## config.mk

```make
export PLATFORM = sky130hd
export DESIGN_NAME = proc_elem_dbuf
export DESIGN_NICKNAME = d
export VERILOG_FILES = /design/src/rtl/pe_pkg.sv /design/src/rtl/pe_sat_add.sv /design/src/rtl/proc_elem_dbuf.sv
export SDC_FILE = /design/constraint.sdc
export NUM_CORES = 1
export LEC_CHECK = 0
export CAP_MARGIN = 0
export CORE_ASPECT_RATIO = 0.7
export CORE_MARGIN = 2
export CORE_UTILIZATION = 55
export DETAILED_ROUTE_END_ITERATION = 7
export HOLD_SLACK_MARGIN = 0.15
export PLACE_DENSITY_LB_ADDON = 0.3
export RECOVER_POWER = 50
export SLEW_MARGIN = 10
export SYNTH_ARGS = -nofsm -noshare
export SYNTH_HDL_FRONTEND = slang
export SYNTH_SLANG_ARGS = --single-unit
```

## constraint.sdc

```tcl
create_clock -name clk -period 19.7 [get_ports clk]
set_clock_uncertainty 0.1 [all_clocks]
set_input_delay 1.97 -clock clk [delete_from_list [all_inputs] [get_ports clk]]
set_output_delay 1.97 -clock clk [all_outputs]
set_load 0.01 [all_outputs]
```

## src/rtl/pe_pkg.sv

```systemverilog
// Shared definitions for the double-buffered systolic processing element.
package pe_pkg;

  localparam int unsigned PE_DATA_WIDTH = 16;
  localparam int unsigned PE_ACC_WIDTH  = 32;

  typedef enum logic [1:0] {
    PE_PASS   = 2'd0,
    PE_WS_MAC = 2'd1,
    PE_OS_ACC = 2'd2,
    PE_RSVD   = 2'd3
  } pe_mode_e;

endpackage

```

## src/rtl/pe_sat_add.sv

```systemverilog
// Signed adder with one guard bit; clamps or wraps on overflow.
module pe_sat_add #(
  parameter int unsigned WIDTH    = 32,
  parameter bit          SATURATE = 1'b1
) (
  input  logic [WIDTH-1:0] a,
  input  logic [WIDTH-1:0] b,
  output logic [WIDTH-1:0] sum_c,
  output logic             ovf_c
);

  logic [WIDTH:0] wide;

  assign wide = {a[WIDTH-1], a} + {b[WIDTH-1], b};

  // Guard bit disagreeing with the top result bit means the sum left the signed range.
  always_comb begin
    ovf_c = wide[WIDTH] ^ wide[WIDTH-1];
    sum_c = wide[WIDTH-1:0];
    if (ovf_c && SATURATE) begin
      sum_c = wide[WIDTH] ? {1'b1, {(WIDTH-1){1'b0}}} : {1'b0, {(WIDTH-1){1'b1}}};
    end
  end

endmodule

```

## src/rtl/proc_elem_dbuf.sv

```systemverilog
// Systolic-array processing element with shadow/active weight double buffer,
// weight-stationary MAC and output-stationary accumulate modes.
module proc_elem_dbuf
  import pe_pkg::*;
#(
  parameter int unsigned DATA_WIDTH = PE_DATA_WIDTH,
  parameter int unsigned ACC_WIDTH  = PE_ACC_WIDTH,
  parameter bit          SATURATE   = 1'b1
) (
  input  logic                  clk,
  input  logic                  reset,
  input  logic [DATA_WIDTH-1:0] in_left,
  input  logic                  in_left_valid,
  input  logic [ACC_WIDTH-1:0]  in_top,
  input  logic                  in_top_valid,
  input  logic                  weight_load,
  input  logic                  weight_swap,
  input  logic [1:0]            mode,
  input  logic                  acc_clear,
  input  logic                  drain,
  output logic [DATA_WIDTH-1:0] out_right,
  output logic                  out_right_valid,
  output logic [ACC_WIDTH-1:0]  out_down,
  output logic                  out_down_valid,
  output logic                  shadow_full,
  output logic                  ovf
);

  localparam int unsigned PROD_WIDTH = 2 * DATA_WIDTH;

  logic [DATA_WIDTH-1:0]        shadow;
  logic [DATA_WIDTH-1:0]        active;
  logic [ACC_WIDTH-1:0]         acc;
  logic signed [PROD_WIDTH-1:0] product;
  logic signed [ACC_WIDTH-1:0]  prod_ext;
  logic [ACC_WIDTH-1:0]         mac_sum_c;
  logic                         mac_ovf_c;
  logic [ACC_WIDTH-1:0]         acc_sum_c;
  logic                         acc_ovf_c;
  logic                         swap_ok;

  // Product always uses the active weight held before this edge.
  assign product  = PROD_WIDTH'($signed(active)) * PROD_WIDTH'($signed(in_left));
  assign prod_ext = ACC_WIDTH'(product);
  assign swap_ok  = weight_swap && shadow_full;

  pe_sat_add #(.WIDTH(ACC_WIDTH), .SATURATE(SATURATE)) u_mac_add (
    .a     (in_top),
    .b     (prod_ext),
    .sum_c (mac_sum_c),
    .ovf_c (mac_ovf_c)
  );

  pe_sat_add #(.WIDTH(ACC_WIDTH), .SATURATE(SATURATE)) u_acc_add (
    .a     (acc),
    .b     (prod_ext),
    .sum_c (acc_sum_c),
    .ovf_c (acc_ovf_c)
  );

  // Activation forward, independent of mode.
  always_ff @(posedge clk) begin
    if (reset) begin
      out_right       <= '0;
      out_right_valid <= 1'b0;
    end else begin
      out_right       <= in_left;
      out_right_valid <= in_left_valid;
    end
  end

  // Weight double buffer; a load in the same cycle as a swap refills the shadow.
  always_ff @(posedge clk) begin
    if (reset) begin
      shadow      <= '0;
      active      <= '0;
      shadow_full <= 1'b0;
    end else begin
      if (swap_ok) begin
        active <= shadow;
      end
      if (weight_load) begin
        shadow      <= in_top[DATA_WIDTH-1:0];
        shadow_full <= 1'b1;
      end else if (swap_ok) begin
        shadow_full <= 1'b0;
      end
    end
  end

  // Partial-sum path and accumulator; acc_clear is applied last so it wins.
  always_ff @(posedge clk) begin
    if (reset) begin
      out_down       <= '0;
      out_down_valid <= 1'b0;
      acc            <= '0;
      ovf            <= 1'b0;
    end else begin
      out_down_valid <= 1'b0;
      case (mode)
        PE_WS_MAC: begin
          if (in_left_valid && in_top_valid) begin
            out_down       <= mac_sum_c;
            out_down_valid <= 1'b1;
            if (mac_ovf_c) begin
              ovf <= 1'b1;
            end
          end
        end
        PE_OS_ACC: begin
          if (!acc_clear) begin
            if (drain) begin
              out_down       <= acc;
              out_down_valid <= 1'b1;
              acc            <= in_left_valid ? prod_ext : '0;
            end else if (in_left_valid) begin
              acc <= acc_sum_c;
              if (acc_ovf_c) begin
                ovf <= 1'b1;
              end
            end
          end
        end
        default: begin
          out_down       <= in_top;
          out_down_valid <= in_top_valid;
        end
      endcase
      if (acc_clear) begin
        acc <= '0;
        ovf <= 1'b0;
      end
    end
  end

endmodule

```

* After elaboration in Yosys (flattened, before gate mapping) *
Index checks and enable logic that the tools add are counted.

cells by class
  $add $sub $neg = 2
  multiply operators = 1
  div/mod/pow operators = 0
  $lt $le $gt $ge = 0
  equal/unequal tests = 9
  shift operators = 0
  multiplexer cells = 23
  bitwise gates (word level) = 2
  reductions and logical operators = 9

operators with widths
  cell                                                             count
  32-bit two-way mux                                               10
  32-bit by 32-bit adder with 33-bit output                        2
  32-bit case mux with 2 select lines                              1
  16-bit by 16-bit multiplier with 32-bit output                   1
  2-bit inequality test, second input constant                     7
  1-bit two-way mux                                                10
  6-bit AND reduction                                              1
  2-bit nonzero test                                               3
  1-bit case mux with 2 select lines                               2
  3-bit AND reduction                                              1
  2-bit by 1-bit == test with 1-bit output, second input constant  1
  2-bit == test, second input constant                             1
  1-bit logical AND                                                2
  2-bit AND reduction                                              1
  2-bit OR reduction                                               1
  1-bit bitwise XOR                                                2

word-level totals
  register bits = 116
  latch bits = 0
  memory bits (writable) = 0
  memory bits (read-only) = 0
  input bits = 58
  memories = 0

* Longest topological paths before layout *
Gate-level depths: netlist of run 1.

  word-level depth = 7
  mapped depth = 36

* Hierarchy *
A second synthesis of run 1 with hierarchy kept.

second synthesis, totals
  cells, all modules = 2,322
  area total of the unflattened synthesis = 19,064.5 µm²

by module, submodules not included
  module          instances  cells an instance  area each (µm²)  seq. area each (µm²)
  proc_elem_dbuf  1          1,732              14,923.1         2,322.2
  pe_sat_add      2          295                2,070.7          0.0

* Worst setup path before layout of run 1 *
No wires, ideal clock.

  path type = input -> register
  from = in in_left[1]
  to = reg out_down[14]
  library setup time = 0.130 ns
  arrival time = 9.673 ns
  path slack = 9.797 ns
  stages on the path = 29
  path buffers = 3
  cell sequence = clkbuf_1 nand2_1 fa_1 fa_1 fa_1 fa_1 inv_1 fa_1 fa_1 ha_1 and4_1 a221oi_1 a41o_1 a21oi_1 o41ai_1 o21ai_0 xor2_1 ha_1 clkbuf_1 a21o_1 or2_2 nor2_1 a211oi_1 o22ai_2 xnor2_2 buf_2 maj3_1 a221oi_1 o31ai_1

between the ends
  longest elaborated chain between the ends = 6
  elaborated cells between the ends (all ways) = 7

RTL lines
  what                                                            RTL line                            text
  start, declared                                                 proc_elem_dbuf.sv:12                input logic [DATA_WIDTH-1:0] in_left,
  16-bit by 16-bit multiplier with 32-bit output (*)              proc_elem_dbuf.sv:43                assign product = PROD_WIDTH'($signed(active)) * PROD_WIDTH'($signed(in_left));
  32-bit by 32-bit adder with 33-bit output (*)                   pe_sat_add.sv:14                    assign wide = {a[WIDTH-1], a} + {b[WIDTH-1], b};
  32-bit two-way mux / 1-bit bitwise XOR (equally long branches)  pe_sat_add.sv:21, pe_sat_add.sv:18
  32-bit two-way mux (*)                                          pe_sat_add.sv:20                    if (ovf_c && SATURATE) begin
  32-bit two-way mux (*)                                          proc_elem_dbuf.sv:102               if (in_left_valid && in_top_valid) begin
  32-bit case mux with 2 select lines (*)                         proc_elem_dbuf.sv:100               case (mode)
  end signal, assigned                                            proc_elem_dbuf.sv:103               out_down <= mac_sum_c;
  end signal, assigned                                            proc_elem_dbuf.sv:125               out_down <= in_top;
  end, declared                                                   proc_elem_dbuf.sv:23                output logic [ACC_WIDTH-1:0] out_down,

Every way passes the cells marked *; elsewhere a longest branch is shown, timed or not. The select of a mux whose other input is x is not followed.
A chain may end at the register's enable or synchronous reset.

* Worst setup path after layout of run 1 *
  from = in in_left[1]
  to = reg out_down[22]

The elaborated chain is that of the path after synthesis.

==> flow_summary.json, run 1 <==
{
  "status": "complete, but fails checks",
  "failed_checks": "max-capacitance violations, max-slew violations",
  "crit_fanout": 17,
  "ant_nets": 0,
  "grt_usage": 0.2885,
  "path_class": "primary input to register",
  "final_common_cell": "inv_1",
  "clk_path_buf_depth": 2,
  "finalCritPeriodShare": 0.6184,
  "hold_class": "register to register",
  "synth_nets": 2621,
  "p_leak_nw": 9.485,
  "cts_root_buffer": "clkbuf_16",
  "r2r-start": "active[7]$_SDFFE_PP0P_",
  "grt_pass1_wl_um": 80410,
  "dp_hpwl_um": 39650,
  "grt_max_degree": 52,
  "placeableCoreArea_um2": 32620,
  "io_pins": 110,
  "antenna_cells": 0,
  "via_per_inst": 5.874,
  "p_per_area_nw_per_um2": 64.10,
  "synth_edf_count": 0,
  "rsz0062_at_grt": "no",
  "critPathLaunch": "in_left[1]",
  "nNetsFinal": 2658,
  "wirelength_um": 48460,
  "setup_viol": 0,
  "start_util": 0.5633,
  "synthArstFlopShare": 0,
  "ctsResizeCount": 0,
  "fmaxAchievable_ghz": 0.08209,
  "grt_pass1_vias": 15700,
  "required_ns": 19.92,
  "dp.cells": 2595,
  "syn-mean-instance-area_um2": 8.546,
  "drive_above_1_share": 0.03455,
  "fillers": 2823,
  "ys_ff_latch": 116,
  "post-cts-setup-buffers": 0,
  "syn_area_um2": 18370,
  "die_area_um2": 34910,
  "die_width_um": 222.5,
  "yosys_warnings": 0,
  "synth_flop_cell": "dfxtp_1",
  "h-tree-depth": 4,
  "p_total_mw": 1.294,
  "period_minus_slack_ns": 12.18,
  "antenna_found_initial": 0,
  "clock_sinks": 116,
  "cts-hold-fix-buffers": 0,
  "final_cell_mix": "inv_1, fa_1, nand2_1, ha_1, and2_1",
  "clk_pin_slew_ns": 0.06,
  "r2r-end": "out_down[22]$_SDFFE_PP0P_",
  "num_vias": 15430,
  "rrSetupSlack_ns": 9.20,
  "hold_viol_final": 0,
  "synth_cell_type_count": 72,
  "wl_per_cell_um": 18.45,
  "gp_congestion": 0.9218,
  "cts_buffers": 17,
  "end_kind": "register",
  "relSlewSlack": -0.5850,
  "cap_violations": 2,
  "setup_tns_ns": 0,
  "synth-seq-area-share": 0.1264,
  "syn_inst": 2150,
  "dieHeight_um": 156.9,
  "fin_cells": 2627,
  "rows": 55,
  "tritoncts": "built",
  "ff2ff_path_depth": 28,
  "overflow": 0,
  "drtPass1Iterations": 6,
  "cp.arrival_ns": 12.40,
  "worst_slew_pin_slew_ns": 2.377,
  "drcViolationCount": 0,
  "insertion_delay_ns": 0.44,
  "endpoint": "out_down[22]$_SDFFE_PP0P_",
  "first_iter_violations": 1159,
  "start_kind": "primary input",
  "final_max_slew_viol_count": 93,
  "area_delta_synth_final_pct": 9.833,
  "numPortBuffers": 109,
  "ir_worst_vdd_mv": 0.06802
}
[how the worst min path moves through the flow]
stage,from,to,depth (start not counted)
after floorplan,shadow[0]$_SDFFE_PP0P_,active[0]$_SDFFE_PP0P_,2
after global placement,out_down[29]$_SDFFE_PP0P_,out_down[29]$_SDFFE_PP0P_,2
after detailed placement,out_down[26]$_SDFFE_PP0P_,out_down[26]$_SDFFE_PP0P_,2
after CTS,out_down[26]$_SDFFE_PP0P_,out_down[26]$_SDFFE_PP0P_,2
after global routing,out_down[19]$_SDFFE_PP0P_,out_down[19]$_SDFFE_PP0P_,2
final,out_down[18]$_SDFFE_PP0P_,out_down[18]$_SDFFE_PP0P_,2
[layer usage]
metal  vias up  global-route usage  routed length [um]
met3        80             0.03640                2881
met2       533              0.4789               22910
li1       7150                   -                   -
met1      7667              0.4001               21730
met4         0             0.08182                 938
met5         -                   0                   0
[final cells by class]
class / instances / area, um^2 / area share
timing repair buffer: 119 / 1156 / 0.05729
multi-input combinational: 1619 / 14450 / 0.7162
clock inverter: 13 / 102.6 / 0.005084
inverter: 314 / 1179 / 0.05840
clock buffer: 19 / 432.9 / 0.02145
sequential: 116 / 2322 / 0.1151
tap: 427 / 534.3 / 0.02647
[sequential cells by signal, indices dropped and copies added, names as in the netlist]
name and cells:
ovf 1, out_down 32, out_down_valid 1, shadow 16, acc 32, shadow_full 1, active 16, out_right_valid 1
out_right 16
[critical path, cell delays in order]
cell and delay, ns:
clkdlybuf4s50_1 0.94, nand2_1 0.18, fa_1 0.55, fa_1 0.58
fa_1 0.45, fa_1 0.55, inv_1 0.05, fa_1 0.49
fa_1 0.42, ha_1 0.34, and4_1 0.24, a221oi_1 0.29
a41o_1 0.27, a21oi_1 0.13, o41ai_1 0.81, o21ai_0 0.26
xor2_1 0.43, ha_1 0.33, nand2_1 0.10, nor2_1 0.12
or2_2 0.13, nor2_1 0.05, a211oi_1 0.30, o22ai_2 0.13
xnor2_2 0.84, o21a_1 0.85, a221oi_1 0.18, o41ai_1 0.37
[cells by family after synthesis]
family	count (synthesis)	synth area share
AND/OR/NAND/NOR	646	0.1745
AO/OA/AOI/OAI	437	0.1617
adder cells (fa/ha/maj)	431	0.3989
buffers and inverters	415	0.08696
flip-flops	116	0.1264
XOR/XNOR	88	0.04236
multiplexers	17	0.009261
[cell usage after synthesis, drive strengths merged (29+ instances only)]
library cell / n / area [um^2]
a211oi: 30 / 265.3
a21oi: 132 / 668.1
a221oi: 29 / 254.0
and2: 143 / 894.6
clkbuf: 89 / 334.1
dfxtp: 116 / 2322
fa: 264 / 5285
ha: 149 / 1864
inv: 314 / 1179
nand2: 237 / 889.6
nor2: 98 / 367.9
nor2b: 56 / 350.3
o21ai: 88 / 440.4
xnor2: 62 / 550.5
[metrics by stage]
step	utilization	setup slack (ns)	hold WS (ns)	area, um^2
5_1_grt	0.6187	7.021	0.3714	20180
4_1_cts	0.6189	7.680	0.3580	20190
3_5_place_dp	0.6025	7.247	0.3450	19650
6_report	0.6187	7.518	0.3477	20180
2_1_floorplan	-	9.797	0.3312	18370
3_3_place_gp	0.6025	7.642	0.3368	19650
[where the power goes]
group          switching [mW]  total, mW  internal [mW]
sequential             0.0130      0.265          0.252
clock                   0.131      0.293          0.162
combinational           0.447      0.736          0.288
total                   0.591       1.29          0.702
No activity file was read; power rests on OpenSTA's default activity.
==> run 2, diff against run 1 <==
Clock period 19.7 ns to 12.6 ns, I/O delays scaled along.
==> run 2 against run 1 <==
Effect of this change:
- the flow still finishes with violations (max-capacitance violations, max-slew violations)
- worst setup slack lost 6.2 ns
- global-route usage is essentially flat
- register-to-register slack lost 7.0 ns
- first-iteration DRC count grew 0.60%
- combinational power grew 56%
- critical endpoint unchanged
==> flow_summary.json, run 2 (same netlist as run 1, synthesis figures left out) <==
{
  "status": "complete, but fails checks",
  "failed_checks": "max-capacitance violations, max-slew violations",
  "biggestRegsByFlops": "acc (32), out_down (32)",
  "tritoncts": "built",
  "gp_congestion": 0.9215,
  "grt_pass1_wl_um": 80510,
  "p_per_area_nw_per_um2": 103.0,
  "start_kind": "primary input",
  "relSlewSlack": -0.6491,
  "finalCritPeriodShare": 0.8983,
  "swShare": 0.4507,
  "end_kind": "register",
  "insertion_delay_ns": 0.44,
  "drive_above_1_share": 0.03545,
  "hold_class": "register to register",
  "final_cell_mix": "inv_1, fa_1, nand2_1, ha_1, and2_1",
  "antenna_cells": 0,
  "grt_max_degree": 52,
  "start_util": 0.5633,
  "p_int_mw": 1.145,
  "final_common_cell": "inv_1",
  "first_iter_violations": 1166,
  "path_buf_inv": 2,
  "crit_family": "adder cells",
  "nNetsFinal": 2658,
  "h-tree-depth": 4,
  "cts_buffers": 17,
  "power_frac_comb": 0.550,
  "ctsResizeCount": 0,
  "multi_input_area_um2": 14450,
  "grt_usage": 0.2885,
  "dieHeight_um": 156.9,
  "clkPwrFrac": 0.252,
  "path_common_cell": "fa_1",
  "worst_slew_pin_slew_ns": 2.474,
  "setup_tns_ns": 0,
  "p_seq_frac": 0.198,
  "p_sw_mw": 0.9399,
  "crit_slowest_cell": "clkdlybuf4s50_1",
  "p_leak_nw": 9.530,
  "period_minus_slack_ns": 11.32,
  "numPortBuffers": 109,
  "fillers": 2851,
  "cap_violations": 2,
  "clk_pin_slew_ns": 0.06,
  "post-cts-setup-buffers": 0,
  "ir_worst_vdd_mv": 0.09565,
  "num_vias": 15380,
  "regArea_um2": 2322,
  "ant_nets": 0,
  "dp_hpwl_um": 39180,
  "wl_per_cell_um": 18.33,
  "wirelength_um": 48150,
  "cts-hold-fix-buffers": 0,
  "cts_root_buffer": "clkbuf_16",
  "hold_viol_final": 0,
  "io_pins": 110,
  "die_area_um2": 34910,
  "overflow": 0,
  "path_class": "primary input to register",
  "cp.arrival_ns": 11.53,
  "area_delta_synth_final_pct": 10.24,
  "clock_sinks": 116,
  "antenna_found_initial": 0,
  "clk_path_buf_depth": 2,
  "p_total_mw": 2.085,
  "grt_pass1_vias": 15420,
  "required_ns": 12.81,
  "crit_fanout": 17,
  "drtPass1Iterations": 5,
  "rows": 55,
  "placeableCoreArea_um2": 32620,
  "die_width_um": 222.5,
  "via_per_inst": 5.855,
  "fmaxAchievable_ghz": 0.08835,
  "setup_viol": 0,
  "rsz0062_at_grt": "no",
  "drcViolationCount": 0,
  "final_max_slew_viol_count": 93,
  "max_stage_delay_ns": 0.92
}
[run 2: changes by cell type in the layout (fill, tap and decap cells not counted)]
cell / before / now
clkinv_4: 4 / 2
inv_8: 0 / 5
clkinv_2: 2 / 0
bufinv_16: 0 / 2
clkinvlp_4: 3 / 1
clkbuf_1: 4 / 2
inv_6: 4 / 5
[run 2: cell type report]
class,count,area share
clock inverter,15,0.009142
sequential,116,0.1146
clock buffer,17,0.02100
inverter,314,0.05819
tap,427,0.02638
multi-input combinational,1619,0.7136
timing repair buffer,119,0.05708
[run 2: worst register-to-register path: cells and delay by family (launching register included)]
| kind | cells | cell delay, ns |
|---|---|---|
| adders and majority gates | 8 | 3.68 |
| AOI/OAI and AO/OA | 10 | 3.50 |
| xor gates and xnor gates | 2 | 1.27 |
| and+or+nand+nor | 6 | 0.82 |
| DFF | 1 | 0.82 |
| buffers and inverters | 1 | 0.05 |
[run 2: metal layers]
layer,vias to the layer above,wire [um],track usage
li1,7157,-,-
met1,7659,21700,0.4094
met2,507,22910,0.4754
met3,59,2844,0.03752
met4,0,697,0.06264
met5,-,0,0
[run 2: worst paths after layout]
check                                               start                        end  slack [ns]  depth (start not counted)
worst max-delay path                           in_left[1]  out_down[22]$_SDFFE_PP0P_        1.28                         28
worst max register to register     active[9]$_SDFFE_PP0P_  out_down[22]$_SDFFE_PP0P_        2.22                         27
worst min-delay path            out_down[26]$_SDFFE_PP0P_  out_down[26]$_SDFFE_PP0P_        0.35                          2
worst min register to register  out_down[26]$_SDFFE_PP0P_  out_down[26]$_SDFFE_PP0P_        0.35                          2
[run 2: power by group through the flow]
stage	clock, mW	combinational, mW	sequential (mW)
3_3_place_gp	0	1.10	0.422
6_report	0.525	1.15	0.414
3_5_place_dp	0	1.13	0.422
5_1_grt	0.544	1.26	0.417
4_1_cts	0.528	1.14	0.414
2_1_floorplan	0	0.834	0.424
[run 2: stage by stage]
| stage | setup WS, ns | std cells | hold WS, ns | utilization | cell area, um^2 |
|---|---|---|---|---|---|
| after CTS | 1.335 | 2627 | 0.3554 | 0.6212 | 20260 |
| after global routing | 0.6304 | 2627 | 0.3738 | 0.6210 | 20260 |
| after floorplan | 3.407 | 2150 | 0.3312 | - | 18370 |
| after detailed placement | 0.9026 | 2595 | 0.3406 | 0.6025 | 19650 |
| final | 1.281 | 2627 | 0.3457 | 0.6210 | 20260 |
| after global placement | 1.252 | 2595 | 0.3369 | 0.6025 | 19650 |
